===== src/rtl/axi_dma_r_burst_pkg.sv =====
// Shared AXI constants, FSM state codes and the error flag layout for the burst read DMA.
package axi_dma_r_burst_pkg;
  localparam int AXI_SIZE_W  = 3;
  localparam int AXI_BURST_W = 2;
  localparam int AXI_CACHE_W = 4;
  localparam int AXI_PROT_W  = 3;
  localparam int AXI_QOS_W   = 4;
  localparam int AXI_RESP_W  = 2;

  localparam logic [AXI_BURST_W-1:0] AXI_BURST_INCR = 2'b01;
  localparam logic [AXI_CACHE_W-1:0] AXI_CACHE_MOD  = 4'h2;
  localparam logic [AXI_PROT_W-1:0]  AXI_PROT_DATA  = 3'b010;
  localparam int                     AXI_4K_BYTES   = 4096;

  localparam int R_STATES_W = 2;
  typedef enum logic [R_STATES_W-1:0] {
    ST_IDLE = 2'd0,
    ST_ADDR = 2'd1,
    ST_DATA = 2'd2,
    ST_DONE = 2'd3
  } r_state_e;

  // err[1] = RLAST mismatch, err[0] = non-OKAY RRESP
  typedef struct packed {
    logic last_mis;
    logic resp;
  } err_t;
endpackage


===== src/rtl/axi_dma_r_burst_if.sv =====
// AXI4 read-address and read-data channels between the DMA master and its slave port.
interface axi_dma_r_burst_if #(
  parameter int ADDR_W = 32,
  parameter int DATA_W = 256,
  parameter int ID_W   = 1,
  parameter int LEN_W  = 8
);
  import axi_dma_r_burst_pkg::*;

  logic [ID_W-1:0]        arid;
  logic [ADDR_W-1:0]      araddr;
  logic [LEN_W-1:0]       arlen;
  logic [AXI_SIZE_W-1:0]  arsize;
  logic [AXI_BURST_W-1:0] arburst;
  logic                   arlock;
  logic [AXI_CACHE_W-1:0] arcache;
  logic [AXI_PROT_W-1:0]  arprot;
  logic [AXI_QOS_W-1:0]   arqos;
  logic                   arvalid;
  logic                   arready;

  logic [ID_W-1:0]        rid;
  logic [DATA_W-1:0]      rdata;
  logic [AXI_RESP_W-1:0]  rresp;
  logic                   rlast;
  logic                   rvalid;
  logic                   rready;

  modport master (
    output arid, araddr, arlen, arsize, arburst, arlock, arcache, arprot, arqos, arvalid, rready,
    input  arready, rid, rdata, rresp, rlast, rvalid
  );

  modport slave (
    input  arid, araddr, arlen, arsize, arburst, arlock, arcache, arprot, arqos, arvalid, rready,
    output arready, rid, rdata, rresp, rlast, rvalid
  );
endinterface


===== src/rtl/axi_dma_r_burst_calc.sv =====
// Next burst size: min(remaining beats, MAX_BURST, beats left before the 4 KB boundary).
module axi_dma_r_burst_calc
  import axi_dma_r_burst_pkg::*;
#(
  parameter int BYTES     = 32,
  parameter int MAX_BURST = 16,
  parameter int NBEATS_W  = 16
) (
  input  logic [NBEATS_W-1:0] remaining,
  input  logic [11:0]         addr_lo,
  output logic [NBEATS_W-1:0] burst
);
  localparam int OFF_W = $clog2(BYTES);

  logic [12:0]         bytes_to_4k;
  logic [NBEATS_W-1:0] beats_to_4k;
  logic [NBEATS_W-1:0] cap;

  always_comb begin
    bytes_to_4k = 13'(AXI_4K_BYTES) - {1'b0, addr_lo};
    beats_to_4k = NBEATS_W'(bytes_to_4k >> OFF_W);
    cap         = (remaining < NBEATS_W'(MAX_BURST)) ? remaining : NBEATS_W'(MAX_BURST);
    burst       = (beats_to_4k < cap) ? beats_to_4k : cap;
  end
endmodule


===== src/rtl/axi_dma_r_burst.sv =====
// AXI4 read DMA master: splits one N-beat transfer into 4K-safe INCR bursts and
// streams the read data out with backpressure; one burst outstanding at a time.
module axi_dma_r_burst
  import axi_dma_r_burst_pkg::*;
#(
  parameter int ADDR_W    = 32,
  parameter int DATA_W    = 256,
  parameter int ID_W      = 1,
  parameter int LEN_W     = 8,
  parameter int MAX_BURST = 16,
  parameter int NBEATS_W  = 16
) (
  input  logic                clk,
  input  logic                rst,
  input  logic                req_valid,
  output logic                req_ready,
  input  logic [ADDR_W-1:0]   req_addr,
  input  logic [NBEATS_W-1:0] req_nbeats,
  output logic                out_valid,
  input  logic                out_ready,
  output logic [DATA_W-1:0]   out_data,
  output logic                out_last,
  output logic                done,
  output logic [1:0]          err,
  axi_dma_r_burst_if.master   m_axi
);
  localparam int BYTES = DATA_W / 8;
  localparam int OFF_W = $clog2(BYTES);

  r_state_e            state_q, state_d;
  logic [ADDR_W-1:0]   addr_q, addr_d;
  logic [NBEATS_W-1:0] remaining_q, remaining_d;
  logic [NBEATS_W-1:0] burst_q, burst_d;
  logic [NBEATS_W-1:0] burst_c;
  logic [LEN_W:0]      beat_cnt_q, beat_cnt_d;
  err_t                err_q, err_d;
  logic                r_fire;
  logic                burst_end;
  logic                unused_ok;

  axi_dma_r_burst_calc #(
    .BYTES    (BYTES),
    .MAX_BURST(MAX_BURST),
    .NBEATS_W (NBEATS_W)
  ) u_calc (
    .remaining(remaining_q),
    .addr_lo  (addr_q[11:0]),
    .burst    (burst_c)
  );

  assign r_fire    = (state_q == ST_DATA) && m_axi.rvalid && out_ready;
  assign burst_end = NBEATS_W'(beat_cnt_q) == (burst_q - NBEATS_W'(1));
  assign unused_ok = ^{m_axi.rid, req_addr[OFF_W-1:0]};

  always_comb begin
    state_d     = state_q;
    addr_d      = addr_q;
    remaining_d = remaining_q;
    burst_d     = burst_q;
    beat_cnt_d  = beat_cnt_q;
    err_d       = err_q;
    case (state_q)
      ST_IDLE: if (req_valid) begin
        addr_d      = {req_addr[ADDR_W-1:OFF_W], {OFF_W{1'b0}}};
        remaining_d = req_nbeats;
        err_d       = '0;
        state_d     = (req_nbeats == '0) ? ST_DONE : ST_ADDR;
      end
      ST_ADDR: if (m_axi.arready) begin
        burst_d    = burst_c;
        beat_cnt_d = '0;
        state_d    = ST_DATA;
      end
      ST_DATA: if (r_fire) begin
        if (m_axi.rresp != 2'b00) err_d.resp = 1'b1;
        if (burst_end) begin
          if (!m_axi.rlast) err_d.last_mis = 1'b1;
          addr_d      = addr_q + (ADDR_W'(burst_q) << OFF_W);
          remaining_d = remaining_q - burst_q;
          state_d     = (remaining_q == burst_q) ? ST_DONE : ST_ADDR;
        end else begin
          // early RLAST is flagged but the beat count still governs the burst
          if (m_axi.rlast) err_d.last_mis = 1'b1;
          beat_cnt_d = beat_cnt_q + (LEN_W+1)'(1);
        end
      end
      ST_DONE: state_d = ST_IDLE;
      default: state_d = ST_IDLE;
    endcase
  end

  always_ff @(posedge clk) begin
    if (rst) begin
      state_q     <= ST_IDLE;
      addr_q      <= '0;
      remaining_q <= '0;
      burst_q     <= '0;
      beat_cnt_q  <= '0;
      err_q       <= '0;
    end else begin
      state_q     <= state_d;
      addr_q      <= addr_d;
      remaining_q <= remaining_d;
      burst_q     <= burst_d;
      beat_cnt_q  <= beat_cnt_d;
      err_q       <= err_d;
    end
  end

  always_comb begin
    m_axi.arid    = '0;
    m_axi.araddr  = addr_q;
    m_axi.arlen   = LEN_W'(burst_c - NBEATS_W'(1));
    m_axi.arsize  = AXI_SIZE_W'(OFF_W);
    m_axi.arburst = AXI_BURST_INCR;
    m_axi.arlock  = 1'b0;
    m_axi.arcache = AXI_CACHE_MOD;
    m_axi.arprot  = AXI_PROT_DATA;
    m_axi.arqos   = '0;
    m_axi.arvalid = (state_q == ST_ADDR);
    m_axi.rready  = (state_q == ST_DATA) && out_ready;
    req_ready     = (state_q == ST_IDLE);
    out_valid     = (state_q == ST_DATA) && m_axi.rvalid;
    out_data      = m_axi.rdata;
    out_last      = out_valid && burst_end && (remaining_q == burst_q);
    done          = (state_q == ST_DONE);
    err           = err_q;
  end
endmodule


===== src/flat_wrapper.sv =====
// flat-port wrapper written by rule: the top's interface ports become plain ports
module axi_dma_r_burst_flat import axi_dma_r_burst_pkg::*;
#(
  parameter int ADDR_W    = 32,
  parameter int DATA_W    = 256,
  parameter int ID_W      = 1,
  parameter int LEN_W     = 8,
  parameter int MAX_BURST = 16,
  parameter int NBEATS_W  = 16
)
  (clk, rst, req_valid, req_ready, req_addr, req_nbeats, out_valid, out_ready, out_data, out_last, done, err, m_axi_arid, m_axi_araddr, m_axi_arlen, m_axi_arsize, m_axi_arburst, m_axi_arlock, m_axi_arcache, m_axi_arprot, m_axi_arqos, m_axi_arvalid, m_axi_rready, m_axi_arready, m_axi_rid, m_axi_rdata, m_axi_rresp, m_axi_rlast, m_axi_rvalid);
  axi_dma_r_burst_if #(.ADDR_W(ADDR_W), .DATA_W(DATA_W), .ID_W(ID_W), .LEN_W(LEN_W)) m_axi_i ();
  input  logic clk;
  input  logic rst;
  input  logic req_valid;
  output logic req_ready;
  input  logic [ADDR_W-1:0] req_addr;
  input  logic [NBEATS_W-1:0] req_nbeats;
  output logic out_valid;
  input  logic out_ready;
  output logic [DATA_W-1:0] out_data;
  output logic out_last;
  output logic done;
  output logic [1:0] err;
  output wire logic [$bits(m_axi_i.arid)-1:0] m_axi_arid;
  output wire logic [$bits(m_axi_i.araddr)-1:0] m_axi_araddr;
  output wire logic [$bits(m_axi_i.arlen)-1:0] m_axi_arlen;
  output wire logic [$bits(m_axi_i.arsize)-1:0] m_axi_arsize;
  output wire logic [$bits(m_axi_i.arburst)-1:0] m_axi_arburst;
  output wire logic [$bits(m_axi_i.arlock)-1:0] m_axi_arlock;
  output wire logic [$bits(m_axi_i.arcache)-1:0] m_axi_arcache;
  output wire logic [$bits(m_axi_i.arprot)-1:0] m_axi_arprot;
  output wire logic [$bits(m_axi_i.arqos)-1:0] m_axi_arqos;
  output wire logic [$bits(m_axi_i.arvalid)-1:0] m_axi_arvalid;
  output wire logic [$bits(m_axi_i.rready)-1:0] m_axi_rready;
  input wire logic [$bits(m_axi_i.arready)-1:0] m_axi_arready;
  input wire logic [$bits(m_axi_i.rid)-1:0] m_axi_rid;
  input wire logic [$bits(m_axi_i.rdata)-1:0] m_axi_rdata;
  input wire logic [$bits(m_axi_i.rresp)-1:0] m_axi_rresp;
  input wire logic [$bits(m_axi_i.rlast)-1:0] m_axi_rlast;
  input wire logic [$bits(m_axi_i.rvalid)-1:0] m_axi_rvalid;
  assign m_axi_arid = m_axi_i.arid;
  assign m_axi_araddr = m_axi_i.araddr;
  assign m_axi_arlen = m_axi_i.arlen;
  assign m_axi_arsize = m_axi_i.arsize;
  assign m_axi_arburst = m_axi_i.arburst;
  assign m_axi_arlock = m_axi_i.arlock;
  assign m_axi_arcache = m_axi_i.arcache;
  assign m_axi_arprot = m_axi_i.arprot;
  assign m_axi_arqos = m_axi_i.arqos;
  assign m_axi_arvalid = m_axi_i.arvalid;
  assign m_axi_rready = m_axi_i.rready;
  assign m_axi_i.arready = m_axi_arready;
  assign m_axi_i.rid = m_axi_rid;
  assign m_axi_i.rdata = m_axi_rdata;
  assign m_axi_i.rresp = m_axi_rresp;
  assign m_axi_i.rlast = m_axi_rlast;
  assign m_axi_i.rvalid = m_axi_rvalid;
  axi_dma_r_burst #(.ADDR_W(ADDR_W), .DATA_W(DATA_W), .ID_W(ID_W), .LEN_W(LEN_W), .MAX_BURST(MAX_BURST), .NBEATS_W(NBEATS_W)) u_core (.clk(clk), .rst(rst), .req_valid(req_valid), .req_ready(req_ready), .req_addr(req_addr), .req_nbeats(req_nbeats), .out_valid(out_valid), .out_ready(out_ready), .out_data(out_data), .out_last(out_last), .done(done), .err(err), .m_axi(m_axi_i));
endmodule

===== config.mk =====
export PLATFORM = sky130hd
export DESIGN_NAME = axi_dma_r_burst_flat
export DESIGN_NICKNAME = d
export VERILOG_FILES = /design/src/rtl/axi_dma_r_burst_pkg.sv /design/src/rtl/axi_dma_r_burst_if.sv /design/src/rtl/axi_dma_r_burst_calc.sv /design/src/rtl/axi_dma_r_burst.sv /design/src/flat_wrapper.sv
export SDC_FILE = /design/constraint.sdc
export NUM_CORES = 1
export LEC_CHECK = 0
export ABC_AREA = 0
export CAP_MARGIN = 0
export CORE_AREA = 4 4 242 244
export DETAILED_ROUTE_END_ITERATION = 8
export DIE_AREA = 0 0 246 248
export HOLD_SLACK_MARGIN = 0.15
export MAX_ROUTING_LAYER = met4
export PLACE_DENSITY_LB_ADDON = 0.08
export REMOVE_ABC_BUFFERS = 1
export SETUP_SLACK_MARGIN = 0.05
export SLEW_MARGIN = 15
export SYNTH_ARGS = -nofsm -noshare
export SYNTH_HDL_FRONTEND = slang
export SYNTH_SLANG_ARGS = --single-unit

===== constraint.sdc =====
create_clock -name clk -period 8.03 [get_ports clk]
set_clock_uncertainty 0.1 [all_clocks]
set_input_delay 1.606 -clock clk [delete_from_list [all_inputs] [get_ports clk]]
set_output_delay 1.606 -clock clk [all_outputs]
set_load 0.01 [all_outputs]

# == Word-level counts from Yosys, hierarchy flattened ==
# Cells that the tools add are included.
# op_classes
addsub,6
magnitude_cmp,2
mux,28
n_eq_ne,13
reduce_logical,16
# ops
cell,n
32-bit 2-to-1 mux,3
16-bit 2-to-1 mux,5
32-bit one-hot mux with 2 select lines,1
32-bit by 21-bit adder with 32-bit output,1
16-bit one-hot mux with 2 select lines,1
9-bit 2-to-1 mux,3
9-bit one-hot mux with 2 select lines,1
16-bit == test,1
9-bit by 16-bit == test with 1-bit output,1
16-bit zero test,1
"16-bit by 5-bit less-than comparator with 1-bit output, second input constant",1
8-bit by 16-bit less-than comparator with 1-bit output,1
2-bit 2-to-1 mux,8
4-bit AND reduction,4
"16-bit by 1-bit subtractor with 16-bit output, second input constant",1
16-bit subtractor,1
"13-bit by 12-bit subtractor with 13-bit output, first input constant",1
"9-bit by 1-bit adder with 9-bit output, second input constant",1
2-bit one-hot mux with 4 select lines,1
"8-bit by 1-bit subtractor with 8-bit output, second input constant",1
"2-bit by 1-bit != test with 1-bit output, second input constant",3
"2-bit != test, second input constant",3
2-bit nonzero test,3
1-bit logical AND,5
other kinds (9),13
# word_totals
ff_bits,77

# == Longest topological paths before layout ==
# Gate-level depths: netlist of the first run.
# depth
ltp_word,5
mapped_depth,15
mapped_depth_nobuf,15

# == Cells and area by module ==
# Synthesis of the first run repeated with hierarchy kept, for this count alone.
# hier_totals
cells_unflattened,1047
hier_area_um2,8061.5
# modules_own_cells
module,cells_per_inst,instances,seq_area_each_um2,area_each_um2
axi_dma_r_burst,978,1,1441.4,7503.4
axi_dma_r_burst_calc,69,1,0.0,558.0

# == Worst setup path after synthesis of the first run ==
# Ideal clock, no wire load.
# synth_timing
kind,register to output
start,register u_core.addr_q[5] (netlist: u_core.m_axi.araddr[5])
end,output port m_axi_arlen[6]
t_arrival_ps,3270
n_path_buf,0
setup_slack_ps,3054
path_stages_with_launch,13
path_cell_list,dfxtp_1 inv_1 ha_1 nand3b_1 xor2_1 ha_1 nand4_1 o311ai_1 a31oi_1 ha_1 a21boi_1 and3b_1 o21ai_0
# synth_via
elab_chain_len,4
# synth_lines
element,line_no,source
start: declaration,axi_dma_r_burst.sv:31,"logic [ADDR_W-1:0] addr_q, addr_d;"
start signal: assignment,axi_dma_r_burst.sv:102,addr_q <= addr_d;
13-bit by 12-bit subtractor with 13-bit output *,axi_dma_r_burst_calc.sv:20,"bytes_to_4k = 13'(AXI_4K_BYTES) - {1'b0, addr_lo};"
8-bit by 16-bit less-than comparator with 1-bit output,axi_dma_r_burst_calc.sv:23,burst = (beats_to_4k < cap) ? beats_to_4k : cap;
16-bit 2-to-1 mux *,axi_dma_r_burst_calc.sv:23,
8-bit by 1-bit subtractor with 8-bit output *,axi_dma_r_burst.sv:113,m_axi.arlen = LEN_W'(burst_c - NBEATS_W'(1));
end: declaration,flat_wrapper.sv:27,output wire logic [$bits(m_axi_i.arlen)-1:0] m_axi_arlen;
# Mark *: on every way between the ends. The rest lies on a longest branch, timed or not.

# == Worst setup path after layout of the first run ==
# Same ends and word-level chain as after synthesis.

==> results of run 1 <==
==> report_power, final <==
part / internal (mW) / switching, mW
sequential: 0.388 / 0.0500
clock: 0.226 / 0.191
combinational: 0.283 / 0.377
total: 0.896 / 0.618
==> metrics by stage <==
step	utilization [%]	cells	instance area (um^2)	total power, mW
2_1_floorplan	-	749	5650	0.806
3_3_place_gp	13.6	1607	7630	1.12
3_5_place_dp	13.6	1607	7630	1.11
4_1_cts	14.1	1623	7910	1.54
5_1_grt	14.1	1625	7920	1.61
6_report	14.1	1625	7920	1.51
==> cells in the mapped netlist, drive strengths merged (3+ instances only) <==
cell type | count | area share, %
nand2 | 63 | 3.0
o311ai | 4 | 0.45
mux2i | 3 | 0.38
clkbuf | 24 | 1.2
a31oi | 8 | 0.72
nand2b | 9 | 0.72
a31o | 3 | 0.34
ha | 43 | 6.9
or2 | 6 | 0.48
a21boi | 8 | 0.77
nand3b | 3 | 0.29
o211a | 4 | 0.51
and3 | 4 | 0.32
a221oi | 5 | 0.56
o21ai | 39 | 2.5
inv | 36 | 1.7
a311oi | 10 | 1.1
nor2 | 89 | 4.3
nor2b | 8 | 0.64
o31a | 3 | 0.34
o41ai | 3 | 0.34
o211ai | 6 | 0.57
nand4 | 11 | 0.88
o21a | 8 | 0.77
a21o | 9 | 0.86
nor3 | 22 | 1.4
dfxtp | 72 | 18
buf | 293 | 28
and2 | 10 | 0.80
xor2 | 22 | 2.5
or3 | 13 | 1.0
a211oi | 39 | 3.7
a21oi | 66 | 4.2
nor4 | 15 | 1.4
o21bai | 3 | 0.29
nand3 | 20 | 1.3
xnor2 | 19 | 2.1
==> worst min-delay path: cells and delay by family (launching register included) <==
family | cells | cell delay [ns]
AOI/OAI and AO/OA | 1 | 0.06
DFF | 1 | 0.32
buffers and inverters | 1 | 0.05
==> area by class of cell <==
cell class | count | area, um^2 | area share [%]
Antenna cell | 2 | 5.00 | 0.0632
Timing Repair Buffer | 102 | 1010 | 12.7
Inverter | 36 | 135 | 1.71
Clock inverter | 5 | 31.3 | 0.395
Sequential cell | 72 | 1440 | 18.2
Multi-Input combinational cell | 641 | 4100 | 51.8
Clock buffer | 11 | 253 | 3.19
Tap cell | 756 | 946 | 11.9
==> metal layers <==
metal / vias to the layer above / GRT usage (%)
li1: 2994 / -
met1: 3232 / 15.7
met2: 753 / 53.1
met3: 176 / 44.0
met4: 0 / 28.7
met5: - / -
==> cells by family after synthesis <==
logic type      share of synthesized area (%)
compound gates                           20.8
xor+xnor                                 4.58
fa+ha+maj                                7.38
buf+inv                                  30.7
flops                                    18.4
mux                                     0.383
other cells                            0.0959
simple gates                             17.7
==> how the worst max path moves through the flow <==
stage	to	cells past startpoint	slack (ns)	from
4_1_cts	m_axi_arlen[6]	15	1.08	u_core.m_axi.araddr[5]
3_5_place_dp	m_axi_arlen[6]	15	1.48	u_core.m_axi.araddr[5]
3_3_place_gp	m_axi_arlen[6]	15	1.37	u_core.m_axi.araddr[5]
5_1_grt	m_axi_arlen[6]	15	0.82	u_core.m_axi.araddr[7]
6_report	m_axi_arlen[6]	15	1.09	u_core.m_axi.araddr[5]
2_1_floorplan	u_core.m_axi.araddr[23]	6	1.96	out_ready
==> registers in the layout (all words and copies together), names as in the netlist <==
register and count:
u_core.m_axi.araddr 27, u_core.burst_q 16, u_core.remaining_q 16, u_core.beat_cnt_q 9, u_core.err 2, u_core.state_q 2
==> summary.md, run 1 <==
| Metric | Value |
|---|---|
| Hold Path Sink | `u_core.err[0]` |
| Via count | `7155` |
| Reg2reg end | `u_core.m_axi.araddr[23]` |
| Worst hold slack | `0.382 ns` |
| Metal2 WL | `around 47000 um` |
| DR DRC count | `0` |
| Slowest CP cell | `o311a_1` |
| Wire per inst | `65.0 um` |
| Worst Max-Slew Pin Slew | `approximately 1.0 ns` |
| Final nets | `around 1200` |
| First-pass GRT wire length | `roughly 120000 um` |
| Worst-Skew Late Latency | `roughly 0.36 ns` |
| HP Class | `flip-flop to flip-flop` |
| Setup TNS | `0 ns` |
| Tcrit/Tclk final | `86.5%` |
| Initial antenna violation count | `2` |
| Min-delay src | `u_core.err[0]` |
| Full die area | `between 60000 and 70000 um^2` |
| DIE HEIGHT | `between 200 and 250 um` |
| Cells on worst reg2reg path | `11` |
| Post-route ant nets | `0` |
| Min cycle time layout | `approximately 6.9 ns` |
| First-pass iteration count of the detailed router | `5` |
| Maximum vdd ir drop | `roughly 0.095 mV` |
| Buf/Inv on CP | `2` |
| Top routing layer in use | `met4` |
| Fin. max-slew vios | `0` |
| Final GP Congestion | `between 1 and 1.5` |
| FF-to-FF Start | `u_core.burst_q[1]` |
| CTS tree | `done` |
| Post-Place Setup Slack | `roughly 1.5 ns` |
| Largest delay contributor family on the critical path | `compound AO/OA/AOI/OAI gates` |
| Die width | `about 250 um` |
| Post-CTS Setup Bufs | `0` |
| Worst-path clk slew | `about 0.070 ns` |
| IO buf count | `94` |
| WP data arrival | `around 5.2 ns` |
| Layout cells sized above 1 | `roughly 5%` |
| Final Hold Vio Count | `0` |
| Power Dens Cells | `191 nW/um^2` |
| Core Footprint | `between 50000 and 60000 um^2` |
| Layout fillers | `between 6000 and 7000` |
| CTS Buf Count | `9` |
| Cts repair resizes | `0` |
| Post-synth top flop | `dfxtp_1` |
| CTS Root Cell | `clkbuf_16` |
| YS warnings | `0` |
| Drt initial violations | `491` |
| CP Launch Type | `flip-flop` |
| Largest net degree at the start of global routing | `54` |
| Async set or reset register ratio after synthesis | `0%` |
| M1 WL | `18000 um` |
| Crit Path Max Fanout | `13` |
| Unrepaired setup endpoints after global routing | `no` |
| Post-synthesis register bit count | `between 70 and 80` |
| Slowest stage delay, CP | `approximately 0.62 ns` |
| Aggregate global routing overflow | `0` |
| Total GRT Usage | `about a third` |
| Post-synth cell types | `71` |
| Commonest non-fill, non-tap cells in the layout | `clkdlybuf4s50_1, nor2_1, dfxtp_1` |
| Number of synthesized flops with an enable pin | `0` |
| CTS H-tree lvls | `3` |
| Gate Count Post-Synth | `about 1000` |
| Detailed Place HPWL | `between 90000 and 100000 um` |
| Max clock buf depth | `2` |
| Critical path class | `flip-flop to output pin` |
| Seq/Total Area, Yosys | `between 15 and 20%` |
| Syn-to-layout area delta | `1.09%` |
| Met3 wire length | `28900 um` |
| Leakage dissipation | `about 2.8 nW` |
| # rows | `87` |
| Worst Setup End Kind | `output pin` |
| Initial core utilization | `between 10% and 20%` |
| R2R Setup Slk | `approximately 3.2 ns` |
| Number of global-route vias before repair | `slightly below 7000` |
| Outcome | `finished, final reports clean` |
| Crit path setup slack, layout | `~1.1 ns` |
| Setup violations, final | `0` |
| MaxCap Viol Count | `0` |
| Routed wire length | `106000 um` |
| Via density | `around 4.4` |
| # IOs | `636` |
| CP Cell Sequence | `inv_1 > nand3_1 > xor2_1 > ha_1 > a21o_1 > a21o_1 > a21oi_1 > o311a_1 > nor2_1 > a21oi_1 > ha_1 > a21boi_1 > o211ai_1 > o21ai_0 > clkdlybuf4s50_1` |
| Worst path required time | `6.32 ns` |
| # hold bufs at CTS | `0` |
| Slew HR | `between 30% and 40%` |
| Mapped cell area | `~7800 um^2` |
| Max Freq | `roughly 0.14 GHz` |
| Commonest non-fill, non-tap cell in the layout | `clkdlybuf4s50_1` |
| Syn_area_per_cell | `about 7.5 um^2` |
| Clock sink count | `72` |
| Hold path depth | `2` |
Power figures use the tool's default switching activity.
==> run 2, diff against run 1 <==
--- a/config.mk
+++ b/config.mk
@@ -8,6 +8,7 @@
 export ABC_AREA = 0
 export CAP_MARGIN = 0
 export CORE_AREA = 4 4 242 244
+export CTS_CLUSTER_DIAMETER = 120
 export DETAILED_ROUTE_END_ITERATION = 8
 export DIE_AREA = 0 0 246 248
 export HOLD_SLACK_MARGIN = 0.15
==> constraint.sdc (replaced) <==
create_clock -name clk -period 8.05 [get_ports clk]
set_clock_uncertainty 0.1 [all_clocks]
set_input_delay 1.61 -clock clk [delete_from_list [all_inputs] [get_ports clk]]
set_output_delay 1.61 -clock clk [all_outputs]
set_load 0.01 [all_outputs]
==> run 2 against run 1 <==
Via count increased by 0.75%. Largest power group unchanged. Flip-flop and latch count unchanged. Critical path depth unchanged. Register-to-register slack better by 0.26 ns. Core utilization barely moved. Final cell count about the same. First-iteration DRC count rose by 7.9%. Global-route usage up 0.20 points. Routed wire length increased by 0.31%. Power grew 3.3%.
==> summary.md, run 2 (same netlist as run 1, synthesis figures left out) <==
| Metric | Value |
|---|---|
| Outcome | `finished, final reports clean` |
| Syn-to-layout area delta | `1.37%` |
| DR DRC count | `0 (unchanged)` |
| Worst-path clk slew | `0.06 ns (about the same)` |
| HP Class | `flip-flop to flip-flop` |
| MaxCap Viol Count | `0 (unchanged)` |
| Final nets | `1221 (unchanged)` |
| CTS Buf Count | `9 (unchanged)` |
| Maximum vdd ir drop | `0.103 mV (+7.6%)` |
| Post-route ant nets | `0 (unchanged)` |
| Final Hold Vio Count | `0 (unchanged)` |
| Via density | `4.44 (+0.82%)` |
| # hold bufs at CTS | `0 (unchanged)` |
| Commonest non-fill, non-tap cells in the layout | `clkdlybuf4s50_1, nor2_1, dfxtp_1` |
| # IOs | `636 (unchanged)` |
| Final GP Congestion | `1.28 (+0.27%)` |
| Worst Max-Slew Pin Slew | `1.00 ns (-0.0303 ns)` |
| Worst-Skew Late Latency | `0.36 ns (about the same)` |
| Initial core utilization | `13.9% (unchanged)` |
| Slowest CP cell | `o311a_1` |
| Die width | `246 um (unchanged)` |
| Crit path setup slack, layout | `1.15 ns (+0.0671 ns)` |
| IO buf count | `94 (unchanged)` |
| Detailed Place HPWL | `97700 um (about the same)` |
| Slowest stage delay, CP | `0.61 ns (about the same)` |
| Post-CTS Setup Bufs | `0 (unchanged)` |
| Wire per inst | `65.3 um (+0.38%)` |
| Leakage dissipation | `2.80 nW (+0.49%)` |
| WP data arrival | `5.19 ns (-0.05 ns)` |
| Met1 Usage GRT | `16.1% (+0.37 points)` |
| Min cycle time layout | `about 6.9 ns` |
| Total GRT Usage | `34.5% (+0.20 points)` |
| M2 GR Usage | `53.9% (+0.82 points)` |
| Drt initial violations | `530 (+7.9%)` |
| Critical path class | `flip-flop to output pin` |
| Crit Path Max Fanout | `13 (unchanged)` |
| Unrepaired setup endpoints after global routing | `no` |
| CTS Root Cell | `clkbuf_16` |
| Via count | `7209 (+0.75%)` |
| Clock sink count | `72 (unchanged)` |
| Number of flip-flops under the largest register name | `27 (unchanged)` |
| CP Launch Type | `flip-flop` |
| # rows | `87 (unchanged)` |
| Aggregate global routing overflow | `0 (unchanged)` |
| Max clock buf depth | `2 (unchanged)` |
| First-pass iteration count of the detailed router | `5 (unchanged)` |
| Post-Place Setup Slack | `1.45 ns (-0.0335 ns)` |
| Setup TNS | `0 ns (unchanged)` |
| Grt met3 use | `44.0% (-0.086 points)` |
| Layout cells sized above 1 | `5.07% (unchanged)` |
| Initial antenna violation count | `1 (-1)` |
| Max Freq | `0.145 GHz` |
| Cts repair resizes | `0 (unchanged)` |
| Full die area | `61000 um^2 (unchanged)` |
| Power Dens Cells | `197 nW/um^2 (+3.0%)` |
| GR peak layer | `met2` |
| Number of global-route vias before repair | `6958 (+1.9%)` |
| Setup violations, final | `0 (unchanged)` |
| CTS tree | `done` |
| Tcrit/Tclk final | `between 80% and 90%` |
| DIE HEIGHT | `248 um (unchanged)` |
| Worst Setup End Kind | `output pin` |
| Commonest non-fill, non-tap cell in the layout | `clkdlybuf4s50_1` |
| Slew HR | `33.2% (+2.1 points)` |
| Routed wire length | `106000 um (+0.31%)` |
| Worst path required time | `6.34 ns (+0.02 ns)` |
| CTS H-tree lvls | `3 (unchanged)` |
| Fin. max-slew vios | `0 (unchanged)` |
| Largest net degree at the start of global routing | `66 (+22%)` |
| Core Footprint | `56300 um^2 (unchanged)` |
| CP Cell Sequence | `nor3_1 > nand3_1 > xor2_1 > ha_1 > a21o_1 > a21o_1 > a21oi_1 > o311a_1 > nor2_1 > a21oi_1 > ha_1 > a21boi_1 > o211ai_1 > o21ai_0 > clkdlybuf4s50_1` |
| First-pass GRT wire length | `122000 um (+0.45%)` |
run 2: changes by cell type in the layout (fill, tap and decap cells not counted), sizes merged:
cell / before / now
clkinv: 4 / 3
bufinv: 0 / 2
diode: 2 / 1
clkbuf: 11 / 10
run 2: final timing paths:
path | endpoint | slack (ns) | startpoint | cells after the start
min reg2reg | u_core.err[0] | 0.38 | u_core.err[0] | 2
max | m_axi_arlen[6] | 1.15 | u_core.m_axi.araddr[7] | 15
min | u_core.err[0] | 0.38 | u_core.err[0] | 2
max reg2reg | u_core.m_axi.araddr[23] | 3.48 | u_core.burst_q[1] | 11
run 2: metal layers:
metal  vias up  wire [um]
met5         -          0
met2       766      47600
li1       2995          -
met1      3283      18500
met4         0      11100
met3       165      28700
run 2: area by class of cell:
class | instances | area, um^2
antenna | 1 | 2.50
clock buffer | 10 | 239
clock inverter | 6 | 82.6
fill | 6481 | 48300
inverter | 36 | 135
multi-input combinational | 641 | 4100
sequential | 72 | 1440
tap | 756 | 946
timing repair buffer | 102 | 996
run 2: power by group:
part,switching [mW],total [mW],internal (mW)
registers,0.0498,0.436,0.387
clock network,0.193,0.473,0.279
logic,0.375,0.656,0.281
total,0.618,1.56,0.947
run 2: critical path, delay by kind of cell (launching register included):
kind	cells	cell delay, ns
buf+inv	1	0.57
xor+xnor	1	0.55
fa+ha+maj	2	0.61
flops	1	0.42
simple gates	3	0.55
compound gates	8	2.11
run 2: stage by stage:
step | instance area [um^2] | cells | power [mW] | utilization (%) | hold WS (ns)
final | 7940 | 1624 | 1.56 | 14.1 | 0.379
after global routing | 7940 | 1624 | 1.66 | 14.1 | 0.419
after CTS | 7940 | 1623 | 1.59 | 14.1 | 0.393
after detailed placement | 7620 | 1607 | 1.10 | 13.5 | 0.385
after global placement | 7620 | 1607 | 1.11 | 13.5 | 0.370
after floorplan | 5650 | 749 | 0.804 | - | 0.347
==> patch 1, RTL diff (config.mk and constraints of run 1) <==
Encoding of `r_state_e`: now Gray code (2 bits for 4 states).
--- a/src/rtl/axi_dma_r_burst_pkg.sv
+++ b/src/rtl/axi_dma_r_burst_pkg.sv
@@ -15,7 +15,7 @@
   localparam int R_STATES_W = 2;
-  typedef enum logic [R_STATES_W-1:0] {
-    ST_IDLE = 2'd0,
-    ST_ADDR = 2'd1,
-    ST_DATA = 2'd2,
-    ST_DONE = 2'd3
+  typedef enum logic [1:0] {
+    ST_IDLE = 2'b00,
+    ST_ADDR = 2'b01,
+    ST_DATA = 2'b11,
+    ST_DONE = 2'b10
   } r_state_e;
Formal check against the unedited RTL: no difference found for any inputs over 4 cycles, from zero or initial values and one cycle with rst high; so few cycles prove little.
==> patch 1 against run 1 <==
Routed wire length grew 0.82%. Global-route usage grew 0.29 points. Design area unchanged. Worst setup slack got worse by 0.41 ns. Fmax shrank 5.6%. Sequential cell count stayed put. Synthesized area is 1.2% lower. Sequential share of layout area unchanged.
Power is not compared: it rests on default switching activity, and its combinational part moved more than twofold at a synthesized area within 25%.
==> patch 1: results (changes against run 1) <==
<table>
<tr><th>Metric</th><th>Value</th></tr>
<tr><th colspan="2">Synthesis</th></tr>
<tr><td>Synth Area in Compound Gates</td><td>18.1% (was 20.8%)</td></tr>
<tr><td>Ranking of synthesized cells by instance count</td><td>sky130_fd_sc_hd__buf_4, sky130_fd_sc_hd__nor2_1, sky130_fd_sc_hd__dfxtp_1, sky130_fd_sc_hd__a21oi_1, sky130_fd_sc_hd__nand2_1 (unchanged)</td></tr>
<tr><td>Share of synthesized area spent on multiplexers</td><td>1.81% (was 0.383%)</td></tr>
<tr><td>Adder-cell share of the synthesized area</td><td>8.12% (was 7.38%)</td></tr>
<tr><td>Sequential area share after synthesis</td><td>18.6% (was 18.4%)</td></tr>
<tr><td>Xor and xnor fraction of the mapped netlist area</td><td>5.54% (was 4.58%)</td></tr>
<tr><th colspan="2">Global route</th></tr>
<tr><td>Maximum number of pins on one net before global-route repair</td><td>60 (was 54)</td></tr>
<tr><td>Antenna violations before repair</td><td>0 (was 2)</td></tr>
<tr><td>Wire length of the first global-routing pass</td><td>122000 µm (was 121000 µm)</td></tr>
<tr><td>Met2 GRT Util</td><td>56.7% (was 53.1%)</td></tr>
<tr><td>Total global-route track usage</td><td>34.6% (was 34.3%)</td></tr>
<tr><th colspan="2">Worst setup path</th></tr>
<tr><td>Worst endpoint data arrival time</td><td>5.65 ns (was 5.24 ns)</td></tr>
<tr><td>Critical path fanouts, max</td><td>7 (was 13)</td></tr>
<tr><td>R2R cell count</td><td>12 (was 11)</td></tr>
<tr><th colspan="2">Routing</th></tr>
<tr><td>Vias post-DR</td><td>7064 (was 7155)</td></tr>
<tr><td>Number of detailed-routing iterations run before antenna repair</td><td>4 (was 5)</td></tr>
<tr><td>DRT met1 WL</td><td>18000 µm (about the same)</td></tr>
<tr><td>Wire length on met2</td><td>50300 µm (was 47200 µm)</td></tr>
<tr><td>Wire length on met3</td><td>28400 µm (was 28900 µm)</td></tr>
<tr><td>DRC violation total after the first TritonRoute iteration</td><td>462 (was 491)</td></tr>
<tr><th colspan="2">Run status</th></tr>
<tr><td>Result of the run</td><td>finished clean (unchanged)</td></tr>
<tr><th colspan="2">Place</th></tr>
<tr><td>Cell total after placement</td><td>1588 (was 1607)</td></tr>
<tr><td>Detail Placement HPWL</td><td>98500 µm (was 97700 µm)</td></tr>
<tr><td>Post-place setup slack</td><td>1.09 ns (was 1.48 ns)</td></tr>
<tr><th colspan="2">Timing</th></tr>
<tr><td>Worst-margin pin slew</td><td>1.05 ns (was 1.03 ns)</td></tr>
<tr><th colspan="2">Layout</th></tr>
<tr><td>Nets</td><td>1206 (was 1221)</td></tr>
</table>
## patch 1: cell types whose count changed in the layout (fill, tap and decap cells not counted), sizes merged, moves of 9 or more
cell    change
o21ai      -14
a311oi      -9
nand2      -12
a21oi       -9
nor2       -13
mux2i      +11
nor3       +12
or3         -9
xnor2      +11
## patch 1: worst paths after layout
kind	slack, ns	start	end
max	0.67	u_core.remaining_q[6]	m_axi_arlen[6]
min	0.41	u_core.state_q[0]	u_core.state_q[0]
max reg2reg	3.83	u_core.remaining_q[6]	u_core.burst_q[5]
min reg2reg	0.41	u_core.state_q[0]	u_core.state_q[0]
## patch 1: layout make-up
| class | instances | area [µm²] |
|---|---|---|
| timing repair buffer | 109 | 1050 |
| tap | 756 | 946 |
| fill | 6518 | 48400 |
| clock buffer | 12 | 256 |
| inverter | 42 | 158 |
| multi-input combinational | 609 | 4020 |
| clock inverter | 4 | 52.6 |
| sequential | 72 | 1440 |
==> patch 2, RTL diff (settings of run 1) <==
Without the edit above. `MAX_BURST` is set to 16 in 3 places; all go to 12.
--- a/src/rtl/axi_dma_r_burst_calc.sv
+++ b/src/rtl/axi_dma_r_burst_calc.sv
@@ -5,3 +5,3 @@
   parameter int BYTES     = 32,
-  parameter int MAX_BURST = 16,
+  parameter int MAX_BURST = 12,
   parameter int NBEATS_W  = 16
--- a/src/rtl/axi_dma_r_burst.sv
+++ b/src/rtl/axi_dma_r_burst.sv
@@ -9,3 +9,3 @@
   parameter int LEN_W     = 8,
-  parameter int MAX_BURST = 16,
+  parameter int MAX_BURST = 12,
   parameter int NBEATS_W  = 16
--- a/src/flat_wrapper.sv
+++ b/src/flat_wrapper.sv
@@ -7,3 +7,3 @@
   parameter int LEN_W     = 8,
-  parameter int MAX_BURST = 16,
+  parameter int MAX_BURST = 12,
   parameter int NBEATS_W  = 16
Formal check against the unedited RTL: not equivalent (a bounded check fails within 4 cycles, from zero or initial values and one cycle with rst high).
==> patch 2 against run 1 <==
Design area is 2.1% higher. Non-clock buffer count increased by 3. Sequential share of layout area decreased by 0.38 points. Worst setup slack better by 0.11 ns. Die area is the same. Routed wire length is 3.1% higher. Sequential cell count did not move. Synthesized area grew 1.7%. Critical path type unchanged. Critical endpoint unchanged.
Power is not compared: it rests on default switching activity, and its combinational part moved more than twofold at a synthesized area within 25%.
==> patch 2: results (changes against run 1) <==
<table>
<tr><th>Metric</th><th>Value</th></tr>
<tr><th colspan="2">Layout</th></tr>
<tr><td>Number of non-clock inverters</td><td>35 (was 36)</td></tr>
<tr><td>Nets</td><td>1236 (was 1221)</td></tr>
<tr><td>Share of the final layout cell area in multi-input gates</td><td>52.4% (was 51.8%)</td></tr>
<tr><td>Utilization of the core after routing</td><td>14.4% (was 14.1%)</td></tr>
<tr><td>Portion of the layout cell area used by non-clock buffers</td><td>12.6% (was 12.7%)</td></tr>
<tr><td>Share of post-route cells with drive strength above 1</td><td>6.24% (was 5.07%)</td></tr>
<tr><td>Clock buffer and inverter area fraction after layout</td><td>3.81% (was 3.59%)</td></tr>
<tr><td>Multi-Input Combinational</td><td>654 (was 641)</td></tr>
<tr><th colspan="2">Global route</th></tr>
<tr><td>Total global-route track usage</td><td>35.5% (was 34.3%)</td></tr>
<tr><td>Maximum number of pins on one net before global-route repair</td><td>73 (was 54)</td></tr>
<tr><th colspan="2">Worst setup path</th></tr>
<tr><td>Top delay family on crit path</td><td>simple AND/OR/NAND/NOR gates (was compound AO/OA/AOI/OAI gates)</td></tr>
<tr><td>Critical path fanouts, max</td><td>9 (was 13)</td></tr>
<tr><td>Critical register-to-register path startpoint</td><td>u_core.m_axi.araddr[5] (was u_core.burst_q[1])</td></tr>
<tr><td>Setup slack, reg-to-reg</td><td>3.84 ns (was 3.22 ns)</td></tr>
<tr><td>R2R cell count</td><td>12 (was 11)</td></tr>
<tr><th colspan="2">Timing</th></tr>
<tr><td>Post-Route Hold Slack</td><td>0.391 ns (was 0.382 ns)</td></tr>
<tr><td>Final worst-path cycle share</td><td>85.2% (was 86.5%)</td></tr>
<tr><th colspan="2">Synthesis</th></tr>
<tr><td>Sequential area share after synthesis</td><td>18.1% (was 18.4%)</td></tr>
<tr><td>Xor and xnor fraction of the mapped netlist area</td><td>4.18% (was 4.58%)</td></tr>
<tr><td>Share of synthesized area spent on multiplexers</td><td>0.880% (was 0.383%)</td></tr>
<tr><td>Synth Area in Compound Gates</td><td>18.5% (was 20.8%)</td></tr>
<tr><td>Avg Synthesized Cell Area</td><td>7.57 µm² (was 7.52 µm²)</td></tr>
<tr><td>Adder-cell share of the synthesized area</td><td>7.26% (was 7.38%)</td></tr>
<tr><th colspan="2">Place</th></tr>
<tr><td>Post-place instance area</td><td>7780 µm² (was 7630 µm²)</td></tr>
<tr><td>Detail Placement HPWL</td><td>101000 µm (was 97700 µm)</td></tr>
<tr><th colspan="2">Routing</th></tr>
<tr><td>Number of detailed-routing iterations run before antenna repair</td><td>4 (was 5)</td></tr>
<tr><th colspan="2">Run status</th></tr>
<tr><td>Result of the run</td><td>finished clean (unchanged)</td></tr>
</table>
==> patch 2: changes by cell type in the layout (fill, tap and decap cells not counted), sizes merged, moves of 7 or more <==
cell,change
a211oi,-11
nor2,+16
o21ai,-14
a21oi,-8
or4,+7
nor3,+9
xor2,-7
and3,+7
o21a,+8
==> patch 2: power by group <==
part | total, mW | switching, mW | internal (mW)
Combinational | 1.49 | 0.885 | 0.604
Clock | 0.451 | 0.200 | 0.251
Sequential | 0.543 | 0.121 | 0.422
Total | 2.48 | 1.21 | 1.28
==> patch 2: routing by layer <==
layer / part of all wire [%] / wire [µm] / up-vias / global-route usage [%]
met5: 0 / 0 / - / -
met3: 27 / 29000 / 158 / 44.0
met1: 17 / 18100 / 3290 / 15.9
met4: 11 / 12200 / 0 / 29.9
met2: 46 / 49600 / 817 / 56.6
li1: - / - / 3049 / -
